### src/rtl/hex_display_scheduler.sv
// hex_display_scheduler
// Time-slices one 16-digit hex display between four 64-bit sources.
// In auto mode every valid source is shown for DWELL_CYCLES cycles in
// round-robin order. An advance pulse steps to the next source early.
// A request/grant lock gives one source the display until it lets go.
// disp_data is registered so it can feed the asynchronous data input of
// the display driver without glitches.
//
// Lock handshake (src_req / src_gnt):
//   - A source raises src_req[i] and keeps it high until it no longer
//     needs the display. It must not drop src_req[i] before src_gnt[i]
//     has been seen.
//   - src_gnt is registered. It goes high the cycle after src_req is
//     first sampled, is one-hot, and stays high while src_req[i] stays high.
//   - When several sources request in the same cycle, the lowest index
//     wins. Other requests wait until the holder releases.
//   - On release, waiting requests are re-evaluated in the same cycle.
//     The grant moves straight to the lowest waiting index, with no cycle
//     where src_gnt is all zero.
//   - A request beats an advance pulse in the same cycle. That advance
//     is dropped.

module hex_display_scheduler #(
  parameter int          DWELL_CYCLES = 27000000,
  parameter logic [63:0] IDLE_PATTERN = 64'h0000_0000_0000_0000
) (
  input  logic         clock_27mhz,
  input  logic         reset,
  input  logic [255:0] src_data,
  input  logic [3:0]   src_valid,
  input  logic [3:0]   src_req,
  output logic [3:0]   src_gnt,
  input  logic         advance,
  input  logic         freeze,
  output logic [63:0]  disp_data,
  output logic [1:0]   cur_src,
  output logic         locked
);

  // The dwell counter only needs to reach DWELL_CYCLES-1.
  // It never counts past that value.
  localparam int CW = (DWELL_CYCLES > 1) ? $clog2(DWELL_CYCLES) : 1;
  localparam logic [CW-1:0] CNT_LAST = CW'(DWELL_CYCLES - 1);

  typedef enum logic [1:0] {
    IDLE   = 2'd0,
    ROTATE = 2'd1,
    LOCKED = 2'd2
  } state_t;

  state_t          state;
  state_t          state_n;
  logic [1:0]      cur_n;
  logic [3:0]      gnt_n;
  logic [CW-1:0]   cnt;
  logic [CW-1:0]   cnt_n;

  // Decision helpers shared by the next-state logic.
  logic [1:0]      nv_idx;
  logic [1:0]      req_idx;
  logic [3:0]      req_onehot;
  logic            any_req;
  logic            any_valid;
  logic            dwell_done;
  logic            cur_dropped;
  logic [63:0]     sel_word;
  logic [63:0]     show_word;

  // Next valid source after k in round-robin order: k+1, k+2, k+3, then k.
  // If nothing else is valid, k is returned, so a lone source reselects
  // itself.
  function automatic logic [1:0] next_valid(input logic [1:0] k,
                                            input logic [3:0] v);
    logic [1:0] j;
    next_valid = k;
    // Walk from the farthest offset to the nearest.
    // The nearest valid source is written last, so it wins.
    for (int s = 3; s >= 1; s--) begin
      j = k + 2'(s);
      if (v[j]) next_valid = j;
    end
  endfunction

  // Index of the lowest set bit. The result is 0 when r is all zero;
  // callers qualify it with |r.
  function automatic logic [1:0] lowest_idx(input logic [3:0] r);
    lowest_idx = 2'd0;
    for (int i = 3; i >= 0; i--) begin
      if (r[i]) lowest_idx = 2'(i);
    end
  endfunction

  // Combinational helpers derived from the current inputs and state.
  always_comb begin
    nv_idx      = next_valid(cur_src, src_valid);
    req_idx     = lowest_idx(src_req);
    req_onehot  = 4'b0001 << req_idx;
    any_req     = |src_req;
    any_valid   = |src_valid;
    dwell_done  = (cnt == CNT_LAST);
    cur_dropped = ~src_valid[cur_src];
    sel_word    = src_data[{cur_src, 6'd0} +: 64];
  end

  // Next-state, next-source, next-counter and next-grant selection.
  always_comb begin
    state_n = state;
    cur_n   = cur_src;
    cnt_n   = cnt;
    gnt_n   = src_gnt;

    case (state)
      IDLE: begin
        cnt_n = '0;
        gnt_n = 4'b0000;
        if (any_req) begin
          state_n = LOCKED;
          cur_n   = req_idx;
          gnt_n   = req_onehot;
        end else if (any_valid) begin
          state_n = ROTATE;
          cur_n   = nv_idx;
        end
      end

      ROTATE: begin
        gnt_n = 4'b0000;
        if (any_req) begin
          // A lock request beats everything, including a pending advance.
          state_n = LOCKED;
          cur_n   = req_idx;
          gnt_n   = req_onehot;
          cnt_n   = '0;
        end else if (!any_valid) begin
          // cur_src is kept so the next wake-up continues round-robin
          // from this source.
          state_n = IDLE;
          cnt_n   = '0;
        end else if (cur_dropped || advance || dwell_done) begin
          // One step even if advance and dwell expiry fall in the same
          // cycle.
          cur_n = nv_idx;
          cnt_n = '0;
        end else begin
          cnt_n = cnt + 1'b1;
        end
      end

      LOCKED: begin
        // While locked, cur_src always equals the granted index.
        cnt_n = '0;
        if (!src_req[cur_src]) begin
          if (any_req) begin
            // Hand the lock straight to the lowest waiting requester.
            cur_n = req_idx;
            gnt_n = req_onehot;
          end else if (any_valid) begin
            state_n = ROTATE;
            cur_n   = nv_idx;
            gnt_n   = 4'b0000;
          end else begin
            state_n = IDLE;
            gnt_n   = 4'b0000;
          end
        end
      end

      default: begin
        state_n = IDLE;
        cur_n   = 2'd0;
        cnt_n   = '0;
        gnt_n   = 4'b0000;
      end
    endcase
  end

  // State, source, counter and grant registers. Reset wins over all
  // inputs.
  always_ff @(posedge clock_27mhz) begin
    if (reset) begin
      state   <= IDLE;
      cur_src <= 2'd0;
      cnt     <= '0;
      src_gnt <= 4'b0000;
      locked  <= 1'b0;
    end else begin
      state   <= state_n;
      cur_src <= cur_n;
      cnt     <= cnt_n;
      src_gnt <= gnt_n;
      locked  <= |gnt_n;
    end
  end

  // Word for the current selection. IDLE shows the idle pattern.
  // Every other state shows the selected source, valid or not.
  always_comb begin
    show_word = sel_word;
    if (state == IDLE) show_word = IDLE_PATTERN;
  end

  // Display register: one cycle behind the selection.
  // It holds its value while freeze is high.
  always_ff @(posedge clock_27mhz) begin
    if (reset) begin
      disp_data <= IDLE_PATTERN;
    end else if (!freeze) begin
      disp_data <= show_word;
    end
  end

`ifndef SYNTHESIS
  // Structural invariants of the grant and dwell logic.
  a_gnt_onehot0: assert property (@(posedge clock_27mhz) disable iff (reset)
    $onehot0(src_gnt));
  a_locked_gnt: assert property (@(posedge clock_27mhz) disable iff (reset)
    locked == (|src_gnt));
  a_cnt_range: assert property (@(posedge clock_27mhz) disable iff (reset)
    cnt <= CNT_LAST);
`endif

endmodule

### config.mk
export PLATFORM = sky130hd
export DESIGN_NAME = hex_display_scheduler
export DESIGN_NICKNAME = d
export VERILOG_FILES = /design/src/rtl/hex_display_scheduler.sv
export SDC_FILE = /design/constraint.sdc
export NUM_CORES = 1
export LEC_CHECK = 0
export BUFFER_PORTS_ARGS = -buffer_cell sky130_fd_sc_hd__buf_4
export CAP_MARGIN = 20
export CORE_AREA = 2 2 132 134
export CTS_CLUSTER_SIZE = 25
export DETAILED_ROUTE_END_ITERATION = 7
export DIE_AREA = 0 0 134 136
export SYNTH_ARGS = -nofsm -noshare
export SYNTH_HDL_FRONTEND = slang
export SYNTH_SLANG_ARGS = --single-unit
### constraint.sdc
create_clock -name clock_27mhz -period 4.7 [get_ports clock_27mhz]
set_input_delay 0.235 -clock clock_27mhz [delete_from_list [all_inputs] [get_ports clock_27mhz]]
set_output_delay 0.235 -clock clock_27mhz [all_outputs]
set_load 0.005 [all_outputs]
==> results.cfg <==
[placed_design]
placed_area_um2 = 8130
portBuffers = 338
dpl.hpwl_um = 14500
gp_congestion = 0.819
pre_cts_ws_ns = 2.10

[finish]
num_antenna_cells = 0
mostFrequentLayoutCell = buf_4
area_growth_pct = 54.5
fill_cells = 1578
final_nets = 1083
final_cell_mix = buf_4 (340), nor2_1 (103), dfxtp_1 (96)
drive_above_1_share = 0.529
stdcell_area_um2 = 8440

[synthesis]
ys.flop_type = dfxtp_1
syn-instance-count = 506
synthArstFlopShare = 0
ys_seq_area_frac = 0.359
synth_enable_flop_cells = 0
yosys.area.top_type = dfxtp_1
synth_nets = 775
avgSynthCellArea_um2 = 10.8
ys_ff_latch = 98
synthTopCellsByArea = dfxtp_1 (36%), mux4_2 (28%), a22oi_1 (8.9%), nor2_1 (7.1%), xor2_1 (2.9%)
yosysWarnings = 0
synth_cell_types = 45
netlist_area_um2 = 5460
synth_top_area_share = 0.359

[clock_network]
cts-resized-gates = 0
cts_tree = done
post_cts_buffers = 0
cts_htree_levels = 3
clkLatencyLatePin_ns = 0.34
numCtsBuffers = 9
clk_pin_slew_worst_paths_ns = 0.07
clock_path_buffers = 2
cts.sinks = 98
clockRootBuffer = clkbuf_16
holdBufCountCts = 0

[floorplan]
die_w_um = 134
pin_count = 339
coreArea_um2 = 16900
rows = 48
dieArea_um2 = 18200
fp.dieH_um = 136
start_util = 0.324

[route]
dr.pass1.iters = 4
routed_wl_um = 18800
drt_iter0_markers = 237
highest_layer = met4
wl_met3_um = 1210
ant_nets = 0
drt-met1-wl_um = 7380
wl_met2_um = 9930
wire_per_inst_um = 18.0
vias = 5453
vias_per_cell = 5.22
drc = 0

[power_and_ir_drop]
pwr_density_cell_nw_per_um2 = 251
ir_worst_vdd_mv = 0.157
finalPower_mw = 2.12
p_leak_nw = 3.49

[setup_path]
endpoint_kind = register
cp_max_fo = 82
critPathLaunchType = register
critPathArrivalTime_ns = 2.80
critical_path_class = reg -> reg
worstPathRequired_ns = 4.88

[global_routing]
grt-ovfl-total = 0
grt_pass1_wl_um = 29000
grt_max_degree = 83
grt_pass1_vias = 5656
grtUsageTotal = 0.200
grt_antenna_before_repair = 0

[timing]
grt_setup_unrepaired = false
max_freq_ghz = 0.382
slew_viol_final = 0
period_needed_ns = 2.62
finalCritPeriodShare = 0.557
setup-tns-final_ns = 0
setup_viol = 0
worst_pin_slew_ns = 1.07
hold_viol = 0
max_slew_margin = 0.284
clock_skew_ns = 0.00685
timing.final.ws_setup_ns = 2.08

[outcome]
status = finished clean

[hold_path]
holdCritPathClass = in -> reg

[run]
drv_cap = 0
-- area by class of cell --
cell class                      instances  area, um2  area share
Multi-Input combinational cell        359       3300       0.391
Timing Repair Buffer                  341       2580       0.306
Sequential cell                        98       1970       0.233
Inverter                                5       18.8     0.00222
Tap cell                              225        282      0.0334
Clock buffer                           11        233      0.0276
Clock inverter                          5       53.8     0.00637
-- worst paths after layout --
check,start,to,slack (ns),depth (start not counted)
min,src_req[0],src_gnt[0],0.26,3
max,cur_src[1],locked,2.08,5
max reg2reg,cur_src[1],locked,2.08,5
min reg2reg,disp_data[12],disp_data[12],0.51,2
-- through the flow --
stage,hold WS [ns],utilization,instances
global route,0.274,0.500,1044
detailed placement,0.501,0.482,1027
global placement,0.465,0.482,1027
floorplan,0.393,-,506
CTS,0.240,0.499,1043
finish,0.262,0.500,1044
-- cell usage after synthesis (all sizes together) (5+ instances only) --
| cell type | number |
|---|---|
| nor2 | 104 |
| dfxtp | 98 |
| mux4 | 69 |
| a22oi | 65 |
| clkbuf | 29 |
| xor2 | 18 |
| buf | 15 |
| nand2 | 15 |
| nand3 | 14 |
| nor3 | 9 |
| nor4 | 6 |
| a211oi | 5 |
| and3 | 5 |
| inv | 5 |
| nand4 | 5 |
| xnor2 | 5 |
-- power breakdown --
part	leakage (nW)	switching (mW)	internal [mW]
Combinational	2.55	0.164	0.322
Clock	0.140	0.319	0.412
Sequential	0.799	0.0377	0.862
Total	3.49	0.521	1.60
-- per-layer routing --
metal | global-route usage | up-vias
met4 | 0.0615 | 0
met2 | 0.359 | 220
met5 | 0 | -
met1 | 0.238 | 2655
li1 | - | 2552
met3 | 0.0447 | 26
-- flip-flops by register name, summed over array words and instances (netlist names) --
register and cells:
disp_data 64, cnt 25, src_gnt 4, cur_src 2
state 2, locked 1
-- cells by family after synthesis --
logic type | synth area share
adder cells (fa/ha/maj) | 0.00229
AND/OR/NAND/NOR | 0.149
buffers and inverters | 0.0376
AO/OA/AOI/OAI | 0.124
multiplexers | 0.291
flip-flops | 0.359
XOR/XNOR | 0.0369
-- critical path, stage by stage (launching register included) --
cell,delay [ns]
dfxtp_4,1.05
mux4_2,0.66
and2_1,0.21
a2bb2oi_1,0.21
o22a_1,0.20
a41oi_1,0.11
(Power assumes the default switching activity.)
